File: src/rtl/demux_1to3.sv
// Registered 1-to-3 demultiplexer with per-channel one-entry holding registers.
// Invalid select codes are consumed, flagged (sticky) and counted (saturating).
module demux_1to3 #(
    parameter int WIDTH = 8,
    parameter int CNT_W = 8
) (
    input  logic             clk,
    input  logic             reset,
    input  logic             in_valid,
    output logic             in_ready,
    input  logic [WIDTH-1:0] in_data,
    input  logic [2:0]       in_sel,
    output logic             a_valid,
    input  logic             a_ready,
    output logic [WIDTH-1:0] a_data,
    output logic             b_valid,
    input  logic             b_ready,
    output logic [WIDTH-1:0] b_data,
    output logic             c_valid,
    input  logic             c_ready,
    output logic [WIDTH-1:0] c_data,
    output logic             sel_err,
    output logic [CNT_W-1:0] drop_cnt
);

    typedef enum logic {
        ST_EMPTY = 1'b0,
        ST_FULL  = 1'b1
    } ch_state_t;

    ch_state_t        r_state   [3];
    ch_state_t        w_state_nx[3];
    logic [WIDTH-1:0] r_data    [3];
    logic             r_sel_err;
    logic [CNT_W-1:0] r_drop_cnt;

    logic [2:0] w_tgt;
    logic       w_bad;
    logic [2:0] w_x_ready;
    logic [2:0] w_room;
    logic [2:0] w_load;
    logic       w_acc;
    logic       w_drop;

    always_comb begin
        w_tgt = 3'b000;
        w_bad = 1'b0;
        case (in_sel)
            3'b000:  w_tgt = 3'b001;
            3'b010:  w_tgt = 3'b010;
            3'b100:  w_tgt = 3'b100;
            default: w_bad = 1'b1;
        endcase
    end

    assign w_x_ready = {c_ready, b_ready, a_ready};

    // A full channel can still take a beat when its consumer drains it this cycle.
    always_comb begin
        for (int i = 0; i < 3; i++) begin
            w_room[i] = (r_state[i] == ST_EMPTY) || w_x_ready[i];
        end
    end

    assign in_ready = w_bad | (|(w_tgt & w_room));
    assign w_acc    = in_valid & in_ready & ~reset;
    assign w_load   = w_acc ? w_tgt : 3'b000;
    assign w_drop   = w_acc & w_bad;

    always_comb begin
        for (int i = 0; i < 3; i++) begin
            w_state_nx[i] = r_state[i];
            if (w_load[i]) begin
                w_state_nx[i] = ST_FULL;
            end else if (r_state[i] == ST_FULL && w_x_ready[i]) begin
                w_state_nx[i] = ST_EMPTY;
            end
        end
    end

    always_ff @(posedge clk) begin
        for (int i = 0; i < 3; i++) begin
            if (reset) begin
                r_state[i] <= ST_EMPTY;
                r_data[i]  <= '0;
            end else begin
                r_state[i] <= w_state_nx[i];
                if (w_load[i]) begin
                    r_data[i] <= in_data;
                end
            end
        end
    end

    always_ff @(posedge clk) begin
        if (reset) begin
            r_sel_err  <= 1'b0;
            r_drop_cnt <= '0;
        end else if (w_drop) begin
            r_sel_err <= 1'b1;
            if (r_drop_cnt != {CNT_W{1'b1}}) begin
                r_drop_cnt <= r_drop_cnt + CNT_W'(1);
            end
        end
    end

    assign a_valid  = (r_state[0] == ST_FULL);
    assign b_valid  = (r_state[1] == ST_FULL);
    assign c_valid  = (r_state[2] == ST_FULL);
    assign a_data   = r_data[0];
    assign b_data   = r_data[1];
    assign c_data   = r_data[2];
    assign sel_err  = r_sel_err;
    assign drop_cnt = r_drop_cnt;

endmodule

File: config.mk
export PLATFORM = sky130hd
export DESIGN_NAME = demux_1to3
export DESIGN_NICKNAME = d
export VERILOG_FILES = /design/src/rtl/demux_1to3.sv
export SDC_FILE = /design/constraint.sdc
export NUM_CORES = 1
export LEC_CHECK = 0
export ABC_AREA = 1
export BUFFER_PORTS_ARGS = -buffer_cell sky130_fd_sc_hd__buf_2
export CORE_AREA = 2 2 67 69
export DETAILED_ROUTE_END_ITERATION = 16
export DIE_AREA = 0 0 69 71
export SETUP_SLACK_MARGIN = 0.2
export SYNTH_ARGS = -nofsm -noshare
export SYNTH_HDL_FRONTEND = slang
export SYNTH_SLANG_ARGS = --single-unit
File: constraint.sdc
create_clock -name clk -period 3.4 [get_ports clk]
set_input_delay 0.68 -clock clk [delete_from_list [all_inputs] [get_ports clk]]
set_output_delay 0.68 -clock clk [all_outputs]
set_load 0.01 [all_outputs]
### After elaboration in Yosys (flattened, before gate mapping)

Memories as Yosys holds them, arrays and structs flattened.
Index checks and enable logic that the tools add are counted.

* bits in latches: 0
* register bits after elaboration: 9
* input port bits: 17
* memory bits (read-only): 0
* memory bits (writable): 27
* memories kept: 2

Memory list
* r_data: words 3, width 8, rd ports 3, clocked after Yosys merged registers in 0, wr ports 3, line 33 `logic [WIDTH-1:0] r_data [3];`
* r_state: words 3, width 1, rd ports 3, clocked after Yosys merged registers in 0, wr ports 3, line 31 `ch_state_t r_state [3];`

* divide/modulo/power cells: 0
* equal/unequal tests: 3
* $lt $le $gt $ge: 0
* add/sub/neg operators: 1
* bitwise logic cells: 15
* mux-type cells: 27
* reductions and logical operators: 10
* $mul: 0
* shift operators: 0

Operators with widths (count)
* 2-to-1 mux 8 bit: 3
* 2-to-1 mux 1 bit: 22
* case mux 3 bit (3 select lines): 1
* adder 8 x 1 -> 8 bit (second input constant): 1
* != test 8 bit (second input constant): 1
* bitwise OR 1 bit: 7
* OR reduction 3 bit: 2
* inverter 1 bit: 4
* bitwise AND 1 bit: 3
* bitwise AND 3 bit: 1
* equality test 3 x 2 -> 1 bit (second input constant): 1
* equality test 3 bit (second input constant): 1
* logical AND 1 bit: 3
* logical NOT 3 bit: 1
* logical OR 1 bit: 3
* 2-to-1 mux 3 bit: 1
* AND reduction 2 bit: 1

### Longest topological paths before layout

Gate-level depths: netlist of the first run.

* depth in word-level cells: 12
* depth in mapped cells: 7
* gate-level depth less buffers: 7

### Worst setup path after synthesis of the first run

No wires, ideal clock.

* path type: input to register
* from: in in_sel[0]
* to: mem r_data[1][0], enable pin
* setup slack: 1534 ps
* required time: 3071 ps
* cell stages on the path: 7
* library setup time: 329 ps
* arrival time: 1537 ps
* cell sequence: inv_2 > nand2_2 > nor2_2 > nand2_2 > nand3_4 > nand3_4 > nand2_1

RTL lines
* start: declaration: line 12 `input logic [2:0] in_sel,`
* end: declaration: line 33

### Final worst setup path of the first run

* from: in in_sel[2]
* to: out in_ready

* word-level cells in the longest chain between the ends: 5
* elaborated cells between the ends (all ways): 9
* classes of those cells: 2 x eq/ne; 2 x mux; 2 x bitwise; 3 x reduce/logical

Ends and longest elaborated chain
* equality test 3 bit (tied with other cells): line 48 `case (in_sel)`
* case mux 3 bit (3 select lines): line 48
* bitwise AND 3 bit: line 65 `assign in_ready = w_bad | (|(w_tgt & w_room));`
* OR reduction 3 bit: line 65
* bitwise OR 1 bit *: line 65
* end: declaration: line 10 `output logic in_ready,`

Mark *: on every way between the ends. The rest lies on a longest branch, timed or not.

==> metrics.txt, run 1 <==
Max Freq between 0.4 and 0.5 GHz; worst hold slack about 460 ps; Initial Utilization 0.386; Slowest-stage cell, CP a21oi_1; sequential share of the synthesized area 0.592; Req. time, crit path 2720 ps; max_cap viols 0; CTS tree built; setup TNS 0 ps; P per Cell Area roughly 460 mW/mm²; Arrival @ worst endpoint around 1500 ps; Syn Area/Cell approximately 9.3 µm²; iteration count of the initial detailed-routing pass 5; PortBufs 53; EDFF count, synth 24; Worst Setup End Kind primary output; number of placed instances, taps included around 280; Clock Skew approximately 8.3 ps; unrepaired setup endpoints after global routing no; Synth Instances ~180; Skew-Pair Late Insertion Delay approximately 290 ps; critical path class in -> out; Max-slew headroom 0.757; Worst Path Max Fanout 4; Tmin final 2210 ps; synth top area cells edfxtp_1, dfxtp_1, nand2_1, nor2_1, inv_1; Worst-Margin Slew 363 ps; flops & latches, synth 36; CTS Buf Count 5; core footprint roughly 0.0042 mm²; ANT nets after route 0; GRT overflow 0; io pins 54; H-tree depth 2; hold_buf cts 0; peak supply drop ~0.2 mV; top cells by count, synth nand2_1, nor2_1, edfxtp_1; Top FF cell, synth edfxtp_1; synthesized net count 193; area leader, netlist edfxtp_1; Post-CTS Setup Bufs 0; DRC violations left 0; vias in the first global route 1,181; antenna diode count 0; maximum clock path buffer count 2; async set or reset register ratio after synthesis 0; largest net degree at the start of global routing 13; global-route wire length before repair between 5000 and 6000 µm; status completed; CP cell instances buf_2, nand2_1, nand2_1, a21oi_1, nand3_4, buf_2; Area Overhead vs Synth 27.0%; Final setup viols 0; drt wl/cell 11.7 µm; post-synthesis cell type count 19; detailed placement HPWL 2570 µm; Multi-input gate area approximately 560 µm²; Die ar. slightly below 0.005 mm²; kind of cell adding the most delay to the critical path buffers and inverters; worst slack at placement roughly 1200 ps; most frequent cell after synthesis nand2_1; top cell type's share of synthesized area 0.444; Yosys Warn Count 0; site row count 24; initial antenna violation count 0; Hold Path Class reg -> reg; leakage power 0.939 nW; # clock sinks 36; layout cells sized above 1 0.336; final non-filler cell total 287; cts repair resizes 0; Via Count 1,297; max-slew violation count 0; crit path buf inv count 2; Die W around 69 µm; die height between 70 and 80 µm; Hold Fails Final Rpt 0; final-layout fill cell count roughly 410; GRT Util Overall 0.144; RePlAce Congestion between 0.7 and 0.8; delay of the slowest critical-path stage around 230 ps; Synth Cell Area roughly 0.0016 mm²; Sequential cell area 961 µm²; root buf cell clkbuf_8; type of origin of the critical path primary input; Initial DRC Count just over 80; Layout Nets 252; Final period util 0.649; detailed-route wire length ~3400 µm; clk slew on worst S/H paths ~80 ps; PnR worst setup slack roughly 1200 ps; drt via density 4.52
cells by family (layout without fill, tap and decap cells):
family | count (synthesis) | after routing | synth area share
fa+ha+maj | 1 | 1 | 0.00770
compound gates | 10 | 10 | 0.0308
buf+inv | 27 | 87 | 0.0624
xor+xnor | 1 | 1 | 0.00539
flops | 36 | 36 | 0.592
simple gates | 100 | 100 | 0.302
placed cells by master, fill, tap and decap left out:
cell        count
nand3_2         2
clkinv_2        1
buf_2          53
edfxtp_1       24
dfxtp_1        12
bufinv_16       1
a21oi_1         6
nand2_1        39
nor2_1         35
nor2_4          2
inv_2           4
nand3_4         4
o21ai_0         4
xor2_1          1
nand2_2         4
inv_1          22
nor2_2          2
nor3_1          1
clkinvlp_4      1
nand3b_1        1
clkbuf_8        5
ha_1            1
nand3_1        10
state kept, by name, indices dropped and copies added (netlist names):
register / cells
r_data: 24
r_state: 3
drop_cnt: 8
sel_err: 1
metal layers:
metal  global-route usage  part of all wire  wire [µm]
met2                0.224              0.47       1570
met4               0.0719             0.012         42
met5                    0                 0          0
met3               0.0527             0.060        202
met1                0.176              0.46       1550
per-stage QoR:
stage / cell area, µm² / power, W / utilization
floorplan: 1620 / 0.000549 / -
global placement: 1950 / 0.000588 / 0.464
detailed placement: 1950 / 0.000591 / 0.464
CTS: 2060 / 0.000964 / 0.490
global route: 2060 / 0.000992 / 0.490
finish: 2060 / 0.000953 / 0.490
worst min-delay path, stage by stage (launching register included):
cell	delay (ps)
dfxtp_1	310
nand2_1	60
nand2_1	50
area by class of cell:
cell class,count,area share
clock buffer,5,0.0334
multi-input combinational,112,0.272
sequential,36,0.466
timing repair buffer,53,0.129
clock inverter,3,0.0206
tap,52,0.0316
inverter,26,0.0473
final timing paths:
path	startpoint	cells after the start	slack, ps	to
worst min-delay path	sel_err	2	460	sel_err
worst max-delay path	in_sel[2]	6	1190	in_ready
worst max register to register	r_state[1]	5	1830	r_data[1][0]
worst min register to register	sel_err	2	460	sel_err
where the power goes:
| group | switching, W | total [W] | internal, W |
|---|---|---|---|
| Combinational | 0.0000542 | 0.0000838 | 0.0000297 |
| Clock | 0.000158 | 0.000375 | 0.000217 |
| Sequential | 0.00000732 | 0.000495 | 0.000487 |
Note: power is estimated with default switching activity, not from simulation.
==> inputs of run 2 (changes only) <==
--- a/config.mk
+++ b/config.mk
@@ -10,6 +10,7 @@
 export CORE_AREA = 2 2 67 69
 export DETAILED_ROUTE_END_ITERATION = 16
 export DIE_AREA = 0 0 69 71
+export PLACE_DENSITY = 0.67
 export SETUP_SLACK_MARGIN = 0.2
 export SYNTH_ARGS = -nofsm -noshare
 export SYNTH_HDL_FRONTEND = slang
==> constraint.sdc (replaced) <==
create_clock -name clk -period 1.9 [get_ports clk]
set_input_delay 0.38 -clock clk [delete_from_list [all_inputs] [get_ports clk]]
set_output_delay 0.38 -clock clk [all_outputs]
set_load 0.01 [all_outputs]
==> run 2 against run 1 <==
Setup slack worse by 880 ps. Sequential cell count stayed put. Clock power is 41% higher. Critical path type is now reg -> out. Largest power group unchanged.
==> metrics.txt, run 2 (synthesis results as in run 1) <==
commonest non-fill, non-tap cell in the layout buf_2; Clock Skew 6.86 ps (-1.46 ps); Largest register FFs 24 (unchanged); # clock sinks 36 (unchanged); H-tree depth 2 (unchanged); CTS tree built; iteration count of the initial detailed-routing pass 4 (-1); hold_buf cts 0 (unchanged); GRT met3 Usage 0.0399 (-0.0128); Final period util 0.837; peak supply drop 0.373 mV (+91%); initial antenna violation count 0 (unchanged); crit path buf inv count 1 (-1); Area Overhead vs Synth 27.6%; type of origin of the critical path flop; ANT nets after route 0 (unchanged); kind of cell adding the most delay to the critical path flip-flops; final non-filler cell total 291 (+1.4%); Layout Nets 256 (+1.6%); detailed placement HPWL 2480 µm (-3.4%); drt via density 4.52 (about the same); site row count 24 (unchanged); global-route wire length before repair 5310 µm (-2.0%); RePlAce Congestion 0.838 (+11%); Worst Path Max Fanout 4 (unchanged); CP cell instances nand2_1, a21oi_2, nand3_4, buf_2; Seq pwr share 0.566 (+0.047); io pins 54 (unchanged); leakage power 0.950 nW (+1.2%); max-slew violation count 0 (unchanged); clk slew on worst S/H paths 80 ps (about the same); r2r setup slk 530 ps (-1300 ps); setup TNS 0 ps (unchanged); Initial DRC Count 123 (+52%); Die ar. 0.00490 mm² (unchanged); Die W 69 µm (unchanged); Worst-Margin Slew 382 ps (+18.9 ps); unrepaired setup endpoints after global routing no; worst slack at placement 160 ps (-1020 ps); core footprint 0.00420 mm² (unchanged); Post-CTS Setup Bufs 0 (unchanged); antenna diode count 0 (unchanged); Hold Fails Final Rpt 0 (unchanged); root buf cell clkbuf_8; Tmin final roughly 1600 ps; DRC violations left 0 (unchanged); critical path class reg -> out; internal power 0.00118 W (+61%); register with the most flip-flops r_data; P per Cell Area 756 mW/mm² (+64%); Via Count 1,315 (+1.4%); met1 Usage GRT 0.173 (-0.00273); Clk network pwr share 0.336 (-0.057); Switching Share 0.244 (+0.0144); cts repair resizes 0 (unchanged); status completed; vias in the first global route 1,168 (-1.1%); met2 usage 0.222 (-0.00214); PortBufs 53 (unchanged); detailed-route wire length 3160 µm (-6.0%); layout cells sized above 1 0.351 (+0.0153); Max-slew headroom 0.743 (-0.0140); Req. time, crit path 1520 ps (-1200 ps); Logic pwr share 0.097 (+0.009); Initial Utilization 0.386 (unchanged); CTS Buf Count 5 (unchanged); die height 71 µm (unchanged); NetSw 0.000383 W (+75%); commonest non-fill, non-tap cells in the layout buf_2, nand2_1, nor2_1; maximum clock path buffer count 2 (unchanged); Skew-Pair Late Insertion Delay 290 ps (about the same); GRT overflow 0 (unchanged); PnR worst setup slack 309 ps (-884 ps); Top Usage Layer GRT met2; max_cap viols 0 (unchanged); Worst Setup End Kind primary output; GRT Util Overall 0.138 (-0.00577); delay of the slowest critical-path stage 350 ps (+120 ps); Max Freq around 0.63 GHz; Slowest-stage cell, CP dfxtp_1; drt wl/cell 10.9 µm (-7.3%); Hold Path Class in -> reg; number of placed instances, taps included 283 (+1.4%); largest net degree at the start of global routing 13 (unchanged); Final setup viols 0 (unchanged); Arrival @ worst endpoint 1210 ps (-320 ps)
-- run 2: cell types whose count changed in the layout (fill, tap and decap cells not counted), sizes merged --
cell      previous run  this run
buf                 53        57
clkinv               1         3
bufinv               1         0
clkinvlp             1         0
-- run 2: layout make-up --
cell class              count  area, µm²
clock inverters             3       18.8
inverters                  26       97.6
multi-input cells         112        566
flip-flops and latches     36        961
repair buffers             57        295
well taps                  52       65.1
clock buffers               5       68.8
fillers                   407       2130
-- run 2: power groups by stage --
stage	clock network, W	registers [W]	logic (W)
floorplan	0	0.000925	0.0000572
global placement	0	0.000904	0.000151
detailed placement	0	0.000905	0.000154
CTS	0.000542	0.000887	0.000155
global route	0.000576	0.000891	0.000170
finish	0.000527	0.000887	0.000153
-- run 2: worst reg2reg max path, cell delays in order, from the launching register on --
cell and delay [ps]:
dfxtp_1 420, ha_1 230, nand2_1 70, inv_1 110, nand3_2 130, nand2_2 160
nand2_1 60, a21oi_1 130
-- run 2: routing by layer --
metal,part of all wire,vias up
met1,0.46,581
li1,-,677
met5,0,-
met3,0.077,5
met2,0.45,52
met4,0.018,0
-- run 2: final timing paths --
check	startpoint	to	depth (start not counted)
hold / removal	c_ready	r_state[2]	4
hold reg to reg	sel_err	sel_err	2
setup / recovery	r_state[1]	in_ready	4
setup reg to reg	drop_cnt[0]	drop_cnt[5]	7
-- run 2: metrics by stage --
stage / power [W] / utilization / hold slack (ps) / area [µm²]
4_1_cts: 0.00158 / 0.492 / 352 / 2070
2_1_floorplan: 0.000983 / - / 449 / 1620
3_5_place_dp: 0.00106 / 0.471 / 459 / 1980
6_report: 0.00157 / 0.493 / 353 / 2070
3_3_place_gp: 0.00106 / 0.471 / 457 / 1980
5_1_grt: 0.00164 / 0.493 / 373 / 2070
==> inputs of run 3 (changes only) <==
--- a/config.mk
+++ b/config.mk
@@ -5,11 +5,11 @@
 export SDC_FILE = /design/constraint.sdc
 export NUM_CORES = 1
 export LEC_CHECK = 0
-export ABC_AREA = 1
+export ABC_AREA = 0
 export BUFFER_PORTS_ARGS = -buffer_cell sky130_fd_sc_hd__buf_2
-export CORE_AREA = 2 2 67 69
+export CORE_AREA = 2 2 65 67
 export DETAILED_ROUTE_END_ITERATION = 16
-export DIE_AREA = 0 0 69 71
+export DIE_AREA = 0 0 67 69
 export PLACE_DENSITY = 0.67
 export SETUP_SLACK_MARGIN = 0.2
 export SYNTH_ARGS = -nofsm -noshare
==> constraint.sdc (replaced) <==
create_clock -name clk -period 1.4 [get_ports clk]
set_input_delay 0.28 -clock clk [delete_from_list [all_inputs] [get_ports clk]]
set_output_delay 0.28 -clock clk [all_outputs]
set_load 0.01 [all_outputs]
==> run 3 against run 2 <==
The flow now finishes with violations (negative setup slack). Clock skew is 3.9 ps lower. Sequential share of layout area is 6.8 points lower. Setup slack worse by 500 ps. Cell area is 20% higher. Non-clock buffer count is 28 higher. Clock power is 71% higher. Critical path type is now reg -> reg. Largest power group unchanged.
==> metrics.txt, run 3 <==
Initial DRC Count 71 (-42%); flops & latches, synth 36 (unchanged); Synth Instances 120 (-31%); Skew-Pair Late Insertion Delay 290 ps (about the same); # clock sinks 36 (unchanged); maximum clock path buffer count 2 (unchanged); CTS tree built; Switching Share 0.221 (-0.0233); top cell type's share of synthesized area 0.481 (+0.0370); design area 0.00248 mm² (+20%); P per Cell Area 933 mW/mm² (+23%); layout cells sized above 1 0.664 (+0.312); Worst Setup End Kind flop; Synth Area in XOR/XNOR 0.0117 (+0.00629); iteration count of the initial detailed-routing pass 4 (unchanged); Slowest-stage cell, CP or4_4; top cells by count, synth and2_1, edfxtp_1, dfxtp_1; area leader, netlist edfxtp_1; detailed-route wire length 3940 µm (+25%); NetSw 0.000511 W (+33%); Area Overhead vs Synth 65.3%; Top FF cell, synth edfxtp_1; async set or reset register ratio after synthesis 0 (unchanged); internal power 0.00180 W (+52%); crit path buf inv count 0 (-1); Die W 67 µm (-2.9%); type of origin of the critical path flop; Seq pwr share 0.506 (-0.060); Via Count 1,279 (-2.7%); synthesized-area fraction occupied by adder cells 0.00835 (+0.000643); Layout Nets 228 (-11%); Logic pwr share 0.104 (+0.007); final-layout fill cell count 339 (-17%); global-route wire length before repair 6040 µm (+14%); Arrival @ worst endpoint 1810 ps (+600 ps); Max Freq roughly 0.63 GHz; commonest non-fill, non-tap cells in the layout buf_2, edfxtp_1, buf_4; PnR worst setup slack -188 ps (-497 ps); PortBufs 53 (unchanged); Synth Cell Area 0.00150 mm² (-7.7%); Hold Path Class in -> reg; Largest register FFs 24 (unchanged); ANT nets after route 0 (unchanged); mux share of post-synthesis cell area 0.0142 (+0.0142); GRT overflow 0 (unchanged); unrepaired setup endpoints after global routing yes; GRT Util Overall 0.177 (+0.0392); worst slack at placement -185 ps (-344 ps); status complete, but fails checks; compound-gate portion of the synthesized area 0.0668 (+0.0360); detailed placement HPWL 2590 µm (+4.6%); largest family of logic cells by synthesized area simple AND/OR/NAND/NOR gates; CTS Buf Count 5 (unchanged); commonest non-fill, non-tap cell in the layout buf_2; sequential share of the synthesized area 0.641 (+0.0494); delay of the slowest critical-path stage 430 ps (+80 ps); RePlAce Congestion 0.825 (-1.6%); root buf cell clkbuf_8; synth top area cells edfxtp_1, dfxtp_1, and2_1, nand2b_1, nand2_1; Initial Utilization 0.383 (-0.00332); Hold Fails Final Rpt 0 (unchanged); Tmin final 1590 ps; max-slew violation count 0 (unchanged); antenna diode count 0 (unchanged); Yosys Warn Count 0 (unchanged); largest net degree at the start of global routing 16 (+3); site row count 23 (-4.2%); H-tree depth 2 (unchanged); Sequential cell area 981 µm² (+2.1%); register with the most flip-flops r_data; leakage power 1.11 nW (+17%); Synth Area in Simple Gates 0.245 (-0.0566); EDFF count, synth 24 (unchanged); violated checks negative setup slack; Power Total 0.00231 W (+48%); max_cap viols 0 (unchanged); Req. time, crit path 1620 ps (+100 ps); drt wl/cell 15.1 µm (+39%); synthesized net count 138 (-28%); post-synthesis cell type count 33 (+14); drt via density 4.90 (+8.4%); vias in the first global route 1,243 (+6.4%); Worst Path Max Fanout 3 (-1); io pins 54 (unchanged); Area after DPL 0.00208 mm² (+4.8%); die height 69 µm (-2.8%); critical path class reg -> reg; Worst-Margin Slew 604 ps (+222 ps); Final period util 1.13; clk slew on worst S/H paths 70 ps (about the same); Clock Skew 2.98 ps (-3.88 ps); CP cell instances ha_4, and3_4, a211o_1, or4_4, a21oi_2; Multi-input gate area 753 µm² (+33%); Clk network pwr share 0.390 (+0.054); DRC violations left 0 (unchanged); Final setup viols 5 (+5); Max-slew headroom 0.597 (-0.146); initial antenna violation count 0 (unchanged); Syn Area/Cell 12.5 µm² (+35%); peak supply drop 0.560 mV (+50%); kind of cell adding the most delay to the critical path simple AND/OR/NAND/NOR gates; core footprint 0.00391 mm² (-6.9%); setup TNS -528 ps (-528 ps); Die ar. 0.00462 mm² (-5.6%)
-- run 3: changes by cell type in the layout (fill, tap and decap cells not counted), sizes merged, moves of 3 or more --
cell / delta
inv: -25
nor2: -34
o21ai: -3
and2: +24
nand3: -13
buf: +28
or2: +3
nand2b: +7
o21bai: +3
nand2: -36
-- run 3: cells by family after synthesis --
family	count (synthesis)
and+or+nand+nor	61
DFF	36
AOI/OAI and AO/OA	15
buffers and inverters	3
xor gates and xnor gates	2
muxes	2
adders and majority gates	1
-- run 3: cell type report --
cell class / count / share of cell area
Clock buffer: 6 / 0.0293
Clock inverter: 2 / 0.0141
Multi-Input combinational cell: 81 / 0.304
Inverter: 1 / 0.00152
Tap cell: 50 / 0.0253
Sequential cell: 36 / 0.396
Timing Repair Buffer: 85 / 0.230
-- run 3: worst paths after layout --
check	cells past startpoint	slack (ps)	startpoint	end
setup / recovery	5	-190	drop_cnt[1]	drop_cnt[5]
hold / removal	2	300	in_data[4]	r_data[0][4]
setup reg to reg	5	-190	drop_cnt[1]	drop_cnt[5]
hold reg to reg	2	470	sel_err	sel_err
-- run 3: what timing repair did --
item                       in CTS  in global routing
pin swaps                       6                 15
setup endpoints to repair      50                 47
hold buffers                    0                  0
gates resized for setup        25                 33
gates cloned                    0                  0
buffers inserted                2                  7
-- run 3: layer usage --
| metal | wire, µm | up-vias | track usage | part of all wire |
|---|---|---|---|---|
| met4 | 64 | 0 | 0.0612 | 0.016 |
| met3 | 253 | 7 | 0.0522 | 0.064 |
| met5 | 0 | - | 0 | 0 |
| met2 | 2180 | 46 | 0.312 | 0.55 |
| li1 | - | 610 | - | - |
| met1 | 1440 | 616 | 0.197 | 0.37 |
-- run 3: power by group through the flow --
stage / combinational (W) / sequential (W) / clock (W)
after floorplan: 0.0000700 / 0.00122 / 0
after global placement: 0.000193 / 0.00120 / 0
after detailed placement: 0.000198 / 0.00120 / 0
after CTS: 0.000218 / 0.00117 / 0.000913
after global routing: 0.000258 / 0.00117 / 0.000975
final: 0.000239 / 0.00117 / 0.000901
-- run 3: through the flow --
step | instances | util | hold slack (ps)
after floorplan | 120 | - | 357
after global placement | 244 | 0.530 | 458
after detailed placement | 244 | 0.530 | 465
after CTS | 254 | 0.589 | 287
after global routing | 261 | 0.633 | 297
final | 261 | 0.633 | 298
